### src/rtl/ifu_mem_arb_pkg.sv
// Shared types for the instruction-memory port arbiter.
package ifu_mem_arb_pkg;

  typedef enum logic [2:0] {
    IDLE,
    F1_WAIT,
    F2_REQ,
    F2_WAIT,
    PTW_WAIT,
    DRAIN
  } statetype;

  typedef enum logic {
    SRC_FETCH,
    SRC_PTW
  } srctype;

endpackage

### src/rtl/arb_age_counter.sv
// Saturating age counter: tracks how long a fetch has waited behind PTW.
module arb_age_counter #(
  parameter int MAX_WAIT = 8,
  parameter int W        = $clog2(MAX_WAIT + 1)
) (
  input  logic clk,
  input  logic reset_n,
  input  logic i_inc,
  input  logic i_clr,
  output logic o_expired
);

  logic [W-1:0] r_cnt;

  // Clear has priority; increment saturates at MAX_WAIT.
  always_ff @(posedge clk or negedge reset_n) begin
    if (!reset_n) begin
      r_cnt <= '0;
    end else if (i_clr) begin
      r_cnt <= '0;
    end else if (i_inc && (r_cnt != W'(MAX_WAIT))) begin
      r_cnt <= r_cnt + 1'b1;
    end
  end

  assign o_expired = (r_cnt >= W'(MAX_WAIT));

endmodule

### src/rtl/ifu_mem_arb.sv
// Arbiter/sequencer for the uncached instruction-memory port shared by IFU
// demand fetches and HPTW PTE reads. Spilled fetches issue two atomic beats.
// Optional perf counters are enabled with IFU_MEM_ARB_PERF_EN.
module ifu_mem_arb
  import ifu_mem_arb_pkg::*;
#(
  parameter int ADDR_W     = 56,
  parameter int DATA_W     = 64,
  parameter int BEAT_BYTES = 8,
  parameter int MAX_WAIT   = 8
) (
  input  logic              clk,
  input  logic              reset_n,
  input  logic              FetchReq,
  input  logic [ADDR_W-1:0] FetchAdr,
  input  logic              FetchSpill,
  output logic              FetchGnt,
  output logic              FetchRespValid,
  output logic              FetchRespSecond,
  output logic [DATA_W-1:0] FetchRespData,
  input  logic              Flush,
  input  logic              PtwReq,
  input  logic [ADDR_W-1:0] PtwAdr,
  output logic              PtwGnt,
  output logic              PtwRespValid,
  output logic [DATA_W-1:0] PtwRespData,
  output logic              MemReq,
  output logic [ADDR_W-1:0] MemAdr,
  input  logic              MemReady,
  input  logic              MemRespValid,
  input  logic [DATA_W-1:0] MemRespData
`ifdef IFU_MEM_ARB_PERF_EN
  ,
  output logic [31:0]       ConflictCnt,
  output logic [31:0]       SpillCnt
`endif
);

  localparam logic [ADDR_W-1:0] LP_BEAT = ADDR_W'(BEAT_BYTES);

  statetype          r_state, w_next;
  srctype            w_src;
  logic              r_spill;
  logic [ADDR_W-1:0] r_adr2;
  logic [ADDR_W-1:0] w_adr2;
  logic              w_expired;
  logic              w_age_inc;

  assign w_adr2    = (FetchAdr & ~(LP_BEAT - 1'b1)) + LP_BEAT;
  assign w_age_inc = FetchReq & ~FetchGnt;

  arb_age_counter #(
    .MAX_WAIT (MAX_WAIT)
  ) u_age (
    .clk       (clk),
    .reset_n   (reset_n),
    .i_inc     (w_age_inc),
    .i_clr     (FetchGnt),
    .o_expired (w_expired)
  );

  // State register.
  always_ff @(posedge clk or negedge reset_n) begin
    if (!reset_n) r_state <= IDLE;
    else          r_state <= w_next;
  end

  // Capture beat-2 address and spill flag when a fetch is accepted.
  always_ff @(posedge clk or negedge reset_n) begin
    if (!reset_n) begin
      r_adr2  <= '0;
      r_spill <= 1'b0;
    end else if (FetchGnt) begin
      r_adr2  <= w_adr2;
      r_spill <= FetchSpill;
    end
  end

  // Next-state and strobe decode; every output is held low while in reset.
  always_comb begin
    w_next          = r_state;
    FetchGnt        = 1'b0;
    FetchRespValid  = 1'b0;
    FetchRespSecond = 1'b0;
    PtwGnt          = 1'b0;
    PtwRespValid    = 1'b0;
    MemReq          = 1'b0;
    MemAdr          = '0;
    w_src           = SRC_PTW;
    if (FetchReq && (!PtwReq || w_expired)) w_src = SRC_FETCH;
    if (reset_n) begin
      case (r_state)
        IDLE: begin
          MemReq = FetchReq | PtwReq;
          if (MemReq) MemAdr = (w_src == SRC_FETCH) ? FetchAdr : PtwAdr;
          if (MemReq && MemReady) begin
            if (w_src == SRC_FETCH) begin
              FetchGnt = 1'b1;
              w_next   = Flush ? DRAIN : F1_WAIT;
            end else begin
              PtwGnt = 1'b1;
              w_next = PTW_WAIT;
            end
          end
        end
        F1_WAIT: begin
          if (Flush) begin
            w_next = MemRespValid ? IDLE : DRAIN;
          end else if (MemRespValid) begin
            FetchRespValid = 1'b1;
            w_next         = r_spill ? F2_REQ : IDLE;
          end
        end
        F2_REQ: begin
          MemReq = 1'b1;
          MemAdr = r_adr2;
          if (Flush)         w_next = MemReady ? DRAIN : IDLE;
          else if (MemReady) w_next = F2_WAIT;
        end
        F2_WAIT: begin
          if (Flush) begin
            w_next = MemRespValid ? IDLE : DRAIN;
          end else if (MemRespValid) begin
            FetchRespValid  = 1'b1;
            FetchRespSecond = 1'b1;
            w_next          = IDLE;
          end
        end
        PTW_WAIT: begin
          if (MemRespValid) begin
            PtwRespValid = 1'b1;
            w_next       = IDLE;
          end
        end
        DRAIN: begin
          if (MemRespValid) w_next = IDLE;
        end
        default: w_next = IDLE;
      endcase
    end
  end

  assign FetchRespData = reset_n ? MemRespData : '0;
  assign PtwRespData   = reset_n ? MemRespData : '0;

`ifdef IFU_MEM_ARB_PERF_EN
  // Conflict cycles in IDLE and beat-2 accepts; both wrap naturally.
  always_ff @(posedge clk or negedge reset_n) begin
    if (!reset_n) begin
      ConflictCnt <= '0;
      SpillCnt    <= '0;
    end else begin
      if ((r_state == IDLE) && FetchReq && PtwReq) ConflictCnt <= ConflictCnt + 1'b1;
      if ((r_state == F2_REQ) && MemReady)         SpillCnt    <= SpillCnt + 1'b1;
    end
  end
`else
  // Perf counters absent in this build.
`endif

endmodule
### config.mk
export PLATFORM = sky130hd
export DESIGN_NAME = ifu_mem_arb
export DESIGN_NICKNAME = d
export VERILOG_FILES = /design/src/rtl/ifu_mem_arb_pkg.sv /design/src/rtl/arb_age_counter.sv /design/src/rtl/ifu_mem_arb.sv
export SDC_FILE = /design/constraint.sdc
export NUM_CORES = 1
export LEC_CHECK = 0
export BUFFER_PORTS_ARGS = -buffer_cell sky130_fd_sc_hd__buf_4
export CORE_AREA = 2 2 146 148
export CTS_BUF_LIST = sky130_fd_sc_hd__clkbuf_2 sky130_fd_sc_hd__clkbuf_4 sky130_fd_sc_hd__clkbuf_8
export DETAILED_ROUTE_END_ITERATION = 10
export DIE_AREA = 0 0 148 150
export SETUP_SLACK_MARGIN = 0.02
export SYNTH_ARGS = -nofsm -noshare
export SYNTH_HDL_FRONTEND = slang
export SYNTH_SLANG_ARGS = --single-unit
### constraint.sdc
create_clock -name clk -period 2.5 [get_ports clk]
set_input_delay 0.25 -clock clk [delete_from_list [all_inputs] [get_ports clk]]
set_output_delay 0.25 -clock clk [all_outputs]
set_load 0.02 [all_outputs]
==> results of run 1 <==
==> how the worst max path moves through the flow <==
stage                    from          to  slack [ps]  cells past startpoint
4_1_cts            r_state[0]   MemAdr[0]          40                      6
2_1_floorplan  u_age.r_cnt[3]  MemAdr[50]         240                      7
5_1_grt            r_state[1]      PtwGnt          20                      7
3_3_place_gp      FetchAdr[3]  r_adr2[39]         320                      8
3_5_place_dp      FetchAdr[3]  r_adr2[55]         300                      7
6_report       u_age.r_cnt[3]   MemAdr[3]         130                      7
==> per-layer routing <==
metal	vias to the layer above	GRT usage (%)
met5	-	0
met4	0	5.19
met3	17	3.72
met2	218	40.4
met1	3177	28.6
li1	3272	-
==> registers in the layout, summed over array words and instances, names as in the netlist <==
| name | flops |
|---|---|
| r_adr2 | 53 |
| r_spill | 1 |
| r_state | 3 |
| u_age.r_cnt | 4 |
==> cell type report <==
type | count | share of cell area [%]
Antenna cell | 1 | 0.0279
Clock buffer | 12 | 1.70
Clock inverter | 4 | 0.265
Inverter | 7 | 0.293
Multi-Input combinational cell | 593 | 42.5
Sequential cell | 61 | 17.1
Tap cell | 275 | 3.84
Timing Repair Buffer | 400 | 34.3
==> cell families (layout without fill, tap and decap cells) <==
group / Yosys count / count (layout) / synth area share, %
buf+inv: 129 / 423 / 12.2
mux: 71 / 71 / 12.9
xor+xnor: 36 / 36 / 5.22
compound gates: 121 / 121 / 13.0
simple gates: 362 / 362 / 30.8
other cells: 0 / 1 / 0
fa+ha+maj: 3 / 3 / 0.622
flops: 61 / 61 / 25.3
==> cell usage in the layout, fill, tap and decap left out, types with 3 or more instances in the layout <==
cell / count
clkbuf_8: 10
and4_1: 5
mux2i_1: 17
nor4_1: 14
and2_1: 86
and3_1: 20
nand3_1: 16
mux2_2: 54
a21oi_1: 10
dfrtp_1: 59
clkinv_2: 3
nand2_1: 82
xor2_1: 22
a22oi_1: 52
buf_4: 393
or4_1: 4
nor2_1: 82
buf_12: 4
inv_1: 7
xnor2_1: 14
o21ai_0: 40
nor3_1: 9
and2_0: 3
o31ai_1: 5
nand4_1: 27
ha_1: 3
a31oi_1: 4
==> metrics by stage <==
step                hold WS, ps  utilization, %  worst slack (ps)  std cells  total power, mW
floorplan                 -45.6               -               242        783             3.54
global route                106            43.3              18.7       1353             6.09
CTS                        82.5            43.0              35.8       1348             5.62
global placement            290            42.1               320       1331             4.72
detailed placement          292            42.1               300       1331             4.75
finish                      108            43.3               134       1353             5.68
==> power by group through the flow <==
stage                     clock network (mW)  registers [mW]  logic (mW)
after floorplan                            0            1.66        1.88
after global placement                     0            1.82        2.90
after detailed placement                   0            1.81        2.94
after CTS                              0.856            1.81        2.96
after global routing                   0.902            1.86        3.33
final                                  0.826            1.81        3.04
==> worst min-delay path: stages <==
cell     delay, ps
buf_4           80
nand2_1         50
nand2_1         50
==> timing repair <==
action                                  CTS  global route
hold endpoints to repair                 15             0
buffers inserted                          0             3
gates cloned                              0             1
hold buffers                              1             0
resized for setup                         4             2
pin swaps                                 1             2
endpoints found under the setup margin   31            38
==> impl_metrics.yaml, run 1 <==
synth:
  yosysMostFrequentCell: "and2_1"
  yosys-top-cells-count: "and2_1 (86), nand2_1 (83), nor2_1 (82)"
  ys_ff_latch: 61
  synth_top_area_share_pct: 25.3
  ys_seq_area_share_pct: 25.3
  avgSynthCellArea_um2: 7.71
  syn_area_um2: 6030
  synth_edf_count: 0
  yosysWarnings: 0
  netlist_instances: 783
  synthFlopType: "dfrtp_1"
  synthArstFlopShare_pct: 100
  ys_types: 43
  synth_area_leaders: "dfrtp_1 (25%), mux2_2 (10%), and2_1 (8.9%)"
  synth_nets: 970
  synth_top_cell_by_area: "dfrtp_1"
final_layout:
  area_growth_pct: 48.5
  fillers: 2117
  multiInputGateArea_um2: 3800
  regArea_um2: 1530
  fin_area_um2: 8960
  final_layout_size_suffix_gt1_share_pct: 44.8
  nets: 1259
worst_hold_path:
  hold_path_class: "input pin to register"
  hold_start: "FetchSpill"
  holdPathStages: 3
  hold_end: "r_spill"
job:
  drv_cap: 0
status:
  status: "completed"
power:
  leakagePower_nw: 4.31
  swShare_pct: 43.3
  pwr-share-clk_pct: 14.5
  power.share.combinational_pct: 53.6
  p_int_mw: 3.22
  ir_drop_mv: 0.272
  pwr-share-seq_pct: 31.9
  powerDensity_nw_per_um2: 634
  power_switching_mw: 2.46
timing:
  tns_ps: 0
  slew_violations: 0
  rsz0062_at_grt: "false"
  hold_viol_final: 0
  finalClockSkew_ps: 16.6
  report.final.setup_viol: 0
  period_minus_slack_ps: 2370
  max_freq_ghz: 0.423
  max_slew_margin_pct: 60.4
  period_share_pct: 94.6
  tightestPinTransition_ps: 594
detailed_routing:
  ant_nets: 0
  wl_met3_mm: 1.52
  top_layer: "met4"
  met2_length_mm: 13.5
  drt-total-wl_mm: 26.6
  wl_met1_mm: 11.1
  via_per_inst: 4.94
  vias: 6684
  routedWlPerCell_um: 19.6
  route.detailed.drc: 0
  first_iter_violations: 357
  firstDrtPassIters: 5
worst_setup_path:
  worstSetupStartpointType: "register"
  r2r_slack_ps: 510
  r2r_end: "r_adr2[46]"
  rr_worst_depth: 7
  path_cells: "nand2b_1 -> nand2_4 -> buf_4 -> mux2_2 -> a22oi_2 -> nor2_1 -> buf_4"
  crit_path_max_incr_delay_ps: 390
  rr_startpoint: "r_state[2]"
  worstPathRequired_ps: 2250
  cp_top_family: "simple AND/OR/NAND/NOR gates"
  crit_fanout: 9
  crit_arrival_ps: 2120
  cp-end-kind: "primary output"
  path_class: "register to primary output"
  path_buf_inv: 2
  crit_path_frequent_cell: "buf_4"
  worst_path_max_delay_cell: "dfrtp_1"
grt:
  first_global_vias: 6290
  grt_antenna_before_repair: 1
  grt_usage_pct: 22.6
  grt_max_degree: 101
  grt.overflow.total: 0
  grt_first_pass_wirelength_mm: 38.2
floorplan:
  fp.dieArea_um2: 22200
  ioPinCount: 374
  placeableCoreArea_um2: 20700
  initial_core_util_pct: 29.2
  die_h_um: 150
  die_w_um: 148
  num_rows: 53
placed_design:
  portBuffers: 373
  hpwl_mm: 21.3
  dpl-instance-area_um2: 8700
  gp_congestion: 0.890
clocking:
  cts_tree: "yes"
  worstSkewPairLatency_ps: 360
  clk_pin_slew_ps: 70
  cts-root-buf: "clkbuf_8"
  clock-sinks: 61
  cts.path.max_buffers: 2
  numCtsBuffers: 9
  htreeDepth: 3
No activity file was read; power rests on OpenSTA's default activity.
==> run 2, diff against run 1 <==
==> constraint.sdc (replaced) <==
create_clock -name clk -period 2.5 [get_ports clk]
set_input_delay 0.125 -clock clk [delete_from_list [all_inputs] [get_ports clk]]
set_output_delay 0.125 -clock clk [all_outputs]
set_load 0.02 [all_outputs]
==> run 2 against run 1 <==
First-iteration DRC count is 7.3% higher. Maximum frequency is 1.0% higher. Routed wire length up 0.42%. Via count down 0.79%. Clock power increased by 32%. Highest routed layer unchanged. Count of clock-buffer cells in the layout shrank 2. Critical path depth is the same. Power up 4.7%. Final cell count fell by 0.30%.
==> impl_metrics.yaml, run 2 (synthesized netlist as in run 1, its figures left out) <==
status:
  status: "completed"
timing:
  rsz0062_at_grt: "false"
  period_share_pct: 93.7
  tns_ps: 0
  finalClockSkew_ps: 9.94
  max_slew_margin_pct: 57.2
  hold_viol_final: 0
  tightestPinTransition_ps: 637
  slew_violations: 0
  report.final.setup_viol: 0
  hold_ws_ps: 29.5
  period_minus_slack_ps: 2340
  max_freq_ghz: 0.427
grt:
  grt.overflow.total: 0
  grt_max_degree: 101
  grt_antenna_before_repair: 0
  first_global_vias: 6167
  grt_first_pass_wirelength_mm: 38.3
  grt_usage_pct: 22.6
worst_setup_path:
  cp-end-kind: "primary output"
  path_class: "register to primary output"
  worstPathRequired_ps: 2380
  crit_fanout: 26
  worstSetupStartpointType: "register"
  crit_arrival_ps: 2220
detailed_routing:
  firstDrtPassIters: 4
  wl_met3_mm: 1.49
  routedWlPerCell_um: 19.8
  ant_nets: 0
  via_per_inst: 4.92
  vias: 6631
  route.detailed.drc: 0
  top_layer: "met4"
  drt-total-wl_mm: 26.7
  wl_met1_mm: 11.3
  first_iter_violations: 383
  met2_length_mm: 13.4
power:
  leakagePower_nw: 4.33
  pwr-share-clk_pct: 18.3
  ir_drop_mv: 0.238
  power_switching_mw: 2.48
  p_int_mw: 3.47
  powerDensity_nw_per_um2: 661
  pwr-share-seq_pct: 30.4
  power.share.combinational_pct: 51.3
  swShare_pct: 41.7
clocking:
  numCtsBuffers: 9
  clk_pin_slew_ps: 70
  cts_tree: "yes"
  clock-sinks: 61
  cts-root-buf: "clkbuf_8"
  htreeDepth: 3
  worstSkewPairLatency_ps: 370
  cts.path.max_buffers: 2
final_layout:
  largest_register_ffs: 53
  reg_top3: "r_adr2: 53 flops, u_age.r_cnt: 4 flops, r_state: 3 flops"
  antenna_cells: 0
  layout_commonest_cell: "buf_4"
  final_cell_mix: "buf_4 (390), and2_1 (86), nor2_1 (82), nand2_1 (82), dfrtp_1 (59)"
  area_growth_pct: 49.1
  regMostFlops: "r_adr2"
  final_layout_size_suffix_gt1_share_pct: 44.5
  nets: 1257
  fillers: 2146
job:
  drv_cap: 0
floorplan:
  die_h_um: 150
  num_rows: 53
  ioPinCount: 374
  initial_core_util_pct: 29.2
  fp.dieArea_um2: 22200
  placeableCoreArea_um2: 20700
  die_w_um: 148
placed_design:
  hpwl_mm: 21.3
  gp_congestion: 0.884
  portBuffers: 373
worst_hold_path:
  hold_path_class: "input pin to register"
-- run 2: power by group through the flow --
stage               sequential [mW]  combinational [mW]  clock, mW
floorplan                      1.66                1.88          0
global placement               1.81                2.92          0
detailed placement             1.80                2.95          0
CTS                            1.79                2.96       1.12
global route                   1.86                3.36       1.15
finish                         1.81                3.05       1.09
-- run 2: critical path, stage by stage, from the launching register on --
cell     delay [ps]
dfrtp_2         480
or2_2           360
nor3_4          220
buf_4           170
buf_8           240
a22oi_1         100
nor2_1          110
buf_4           150
-- run 2: timing repair --
action	in CTS	in global routing
hold buffers	2	0
endpoints found under the hold margin	30	0
resized for setup	0	6
setup endpoints to repair	0	23
buffers inserted	0	2
-- run 2: cell type report --
cell class	instances	area [um2]	area share (%)
multi-input cells	593	3800	42.2
clock inverters	5	100	1.11
inverters	7	26.3	0.292
clock buffers	10	131	1.46
flip-flops and latches	61	1530	17.0
well taps	275	344	3.82
repair buffers	398	3070	34.1
-- run 2: final timing paths --
check	from	to	slack, ps	cells after the start
worst min register to register	r_spill	r_spill	480	2
worst max-delay path	r_state[1]	MemAdr[8]	160	7
min in group asynchronous	reset_n	r_state[2]	110	2
max in group asynchronous	reset_n	r_adr2[27]	1150	4
worst max register to register	u_age.r_cnt[3]	r_adr2[39]	760	7
worst min-delay path	FetchAdr[55]	r_adr2[55]	30	3
-- run 2: per-layer routing --
| layer | track usage [%] | vias to the layer above |
|---|---|---|
| li1 | - | 3265 |
| met1 | 29.0 | 3109 |
| met2 | 39.7 | 235 |
| met3 | 3.57 | 22 |
| met4 | 5.62 | 0 |
| met5 | 0 | - |
-- run 2: metrics by stage --
stage          utilization [%]  total power [mW]  instance area (um2)  cells  setup WS, ps
4_1_cts                   43.3              5.88                 8950   1346          34.7
5_1_grt                   43.5              6.37                 9000   1349          24.0
3_5_place_dp              42.0              4.76                 8700   1329           460
3_3_place_gp              42.0              4.72                 8700   1329           497
6_report                  43.5              5.95                 9000   1349           158
2_1_floorplan                -              3.54                 6030    783           367
==> run 3, diff against run 2 <==
--- a/config.mk
+++ b/config.mk
@@ -6,11 +6,12 @@
 export NUM_CORES = 1
 export LEC_CHECK = 0
 export BUFFER_PORTS_ARGS = -buffer_cell sky130_fd_sc_hd__buf_4
-export CORE_AREA = 2 2 146 148
-export CTS_BUF_LIST = sky130_fd_sc_hd__clkbuf_2 sky130_fd_sc_hd__clkbuf_4 sky130_fd_sc_hd__clkbuf_8
+export CORE_AREA = 2 2 143 145
+export CTS_BUF_LIST = sky130_fd_sc_hd__clkbuf_16
 export DETAILED_ROUTE_END_ITERATION = 10
-export DIE_AREA = 0 0 148 150
+export DIE_AREA = 0 0 145 147
 export SETUP_SLACK_MARGIN = 0.02
+export SLEW_MARGIN = 20
 export SYNTH_ARGS = -nofsm -noshare
 export SYNTH_HDL_FRONTEND = slang
 export SYNTH_SLANG_ARGS = --single-unit
==> run 3 against run 2 <==
Core utilization increased by 1.9 points. Register-to-register slack got worse by 240 ps. Count of clock-buffer cells in the layout is 1 lower. Clock skew decreased by 2.2 ps. Critical path depth stayed put. Sequential share of layout area is essentially flat. Final cell count down 0.52%. Global-route usage increased by 0.46 points. Die area is 4.0% lower. Maximum frequency grew 2.4%. Non-clock buffer count fell by 3. First-iteration DRC count increased by 1.6%. Critical path type unchanged.
==> impl_metrics.yaml, run 3 (synthesized netlist as in run 1, its figures left out) <==
status:
  status: "completed"
timing:
  hold_ws_ps: 54.1
  tightestPinTransition_ps: 546
  period_share_pct: 91.5
  period_minus_slack_ps: 2290
  finalClockSkew_ps: 7.79
  report.final.setup_viol: 0
  max_slew_margin_pct: 63.6
  tns_ps: 0
  slew_violations: 0
  rsz0062_at_grt: "false"
  max_freq_ghz: 0.437
  hold_viol_final: 0
final_layout:
  final_cell_mix: "buf_4 (388), and2_1 (86), nor2_1 (82), nand2_1 (82), dfrtp_1 (61)"
  largest_register_ffs: 53
  area_growth_pct: 49.2
  regMostFlops: "r_adr2"
  reg_top3: "r_adr2: 53 flops, u_age.r_cnt: 4 flops, r_state: 3 flops"
  fin_area_um2: 9000
  final_layout_size_suffix_gt1_share_pct: 44.1
  fillers: 2016
  nets: 1254
  layout_commonest_cell: "buf_4"
  final_cells: 1342
worst_setup_path:
  crit_fanout: 27
  cp-end-kind: "primary output"
  path_class: "register to primary output"
  crit_arrival_ps: 2160
  r2r_slack_ps: 520
  rr_startpoint: "r_state[2]"
  worstPathRequired_ps: 2380
  worstSetupStartpointType: "register"
  crit_start: "u_age.r_cnt[3]"
power:
  pwr-share-seq_pct: 29.7
  power_switching_mw: 2.49
  p_total_mw: 6.02
  swShare_pct: 41.4
  leakagePower_nw: 4.33
  power.share.combinational_pct: 49.8
  p_int_mw: 3.53
  pwr-share-clk_pct: 20.5
  ir_drop_mv: 0.448
  powerDensity_nw_per_um2: 669
grt:
  grt.overflow.total: 0
  grt_antenna_before_repair: 1
  grt_max_degree: 101
  grt_usage_pct: 23.1
  globalRouteMet1Util_pct: 30.2
  grt_first_pass_wirelength_mm: 38.5
  first_global_vias: 6384
  met2_usage_pct: 39.3
  use_met3_pct: 3.32
  grt_busiest_layer: "met2"
detailed_routing:
  route.detailed.drc: 0
  firstDrtPassIters: 5
  via_per_inst: 4.96
  vias: 6655
  routedWlPerCell_um: 18.9
  drt-total-wl_mm: 25.3
  first_iter_violations: 389
  ant_nets: 0
floorplan:
  initial_core_util_pct: 30.4
  fp.dieArea_um2: 21300
  die_w_um: 145
  die_h_um: 147
  ioPinCount: 374
  num_rows: 52
  placeableCoreArea_um2: 19800
clocking:
  clk_pin_slew_ps: 60
  worstSkewPairLatency_ps: 340
  cts_tree: "yes"
  htreeDepth: 3
  cts.path.max_buffers: 2
  clock-sinks: 61
  cts-root-buf: "clkbuf_16"
  numCtsBuffers: 9
placed_design:
  hpwl_mm: 20.1
  numPlacedInstances: 1324
  gp_congestion: 0.889
  dpl-instance-area_um2: 8690
  portBuffers: 373
job:
  drv_cap: 0
worst_hold_path:
  hold_path_class: "input pin to register"
  hold_start: "FetchAdr[3]"
[run 3: changes by cell type in the layout (fill, tap and decap cells not counted), sizes merged]
cell,before,now
buf,395,393
bufinv,3,1
clkbuf,11,9
clkinv,2,3
clkinvlp,0,1
diode,0,1
inv,7,8
[run 3: per-layer routing]
layer | up-vias | part of all wire, %
li1 | 3259 | -
met1 | 3158 | 44
met2 | 217 | 50
met3 | 21 | 4.7
met4 | 0 | 2.1
met5 | - | 0
[run 3: final timing paths]
| path | endpoint | depth (start not counted) |
|---|---|---|
| min | r_adr2[3] | 2 |
| min reg2reg | r_adr2[48] | 2 |
| min in group asynchronous | r_state[0] | 2 |
| max | MemAdr[55] | 7 |
| max reg2reg | r_adr2[54] | 7 |
| max in group asynchronous | r_adr2[5] | 4 |
[run 3: per-stage QoR]
stage | worst slack, ps | util [%]
2_1_floorplan | 367 | -
3_3_place_gp | 440 | 43.8
3_5_place_dp | 388 | 43.8
4_1_cts | 149 | 45.3
5_1_grt | 79.2 | 45.4
6_report | 213 | 45.4
[run 3: critical path, stage by stage (launching register included)]
cell and delay, ps:
dfrtp_1 400, nand2b_1 220, nand2_4 200, buf_12 220, mux2_2 360, a22oi_1 170
nor2_1 60, buf_4 160
[run 3: what timing repair did]
| action | in CTS | in global routing |
|---|---|---|
| setup buffers | 0 | 0 |
| hold endpoints to repair | 26 | 0 |
| endpoints found under the setup margin | 0 | 2 |
| hold buffers | 2 | 0 |
| resized for setup | 0 | 1 |
[run 3: power by group through the flow]
stage / clock network, mW / logic, mW / registers, mW
final: 1.23 / 3.00 / 1.79
after global placement: 0 / 2.97 / 1.80
after global routing: 1.30 / 3.30 / 1.85
after CTS: 1.26 / 3.02 / 1.79
after floorplan: 0 / 1.88 / 1.66
after detailed placement: 0 / 3.00 / 1.80
[run 3: area by class of cell]
type / count / area [um2] / area share [%]
inverter: 7 / 26.3 / 0.292
clock buffer: 9 / 225 / 2.50
antenna: 1 / 2.50 / 0.0278
sequential: 61 / 1530 / 17.0
clock inverter: 6 / 56.3 / 0.626
multi-input combinational: 593 / 3790 / 42.1
tap: 270 / 338 / 3.75
timing repair buffer: 395 / 3030 / 33.7
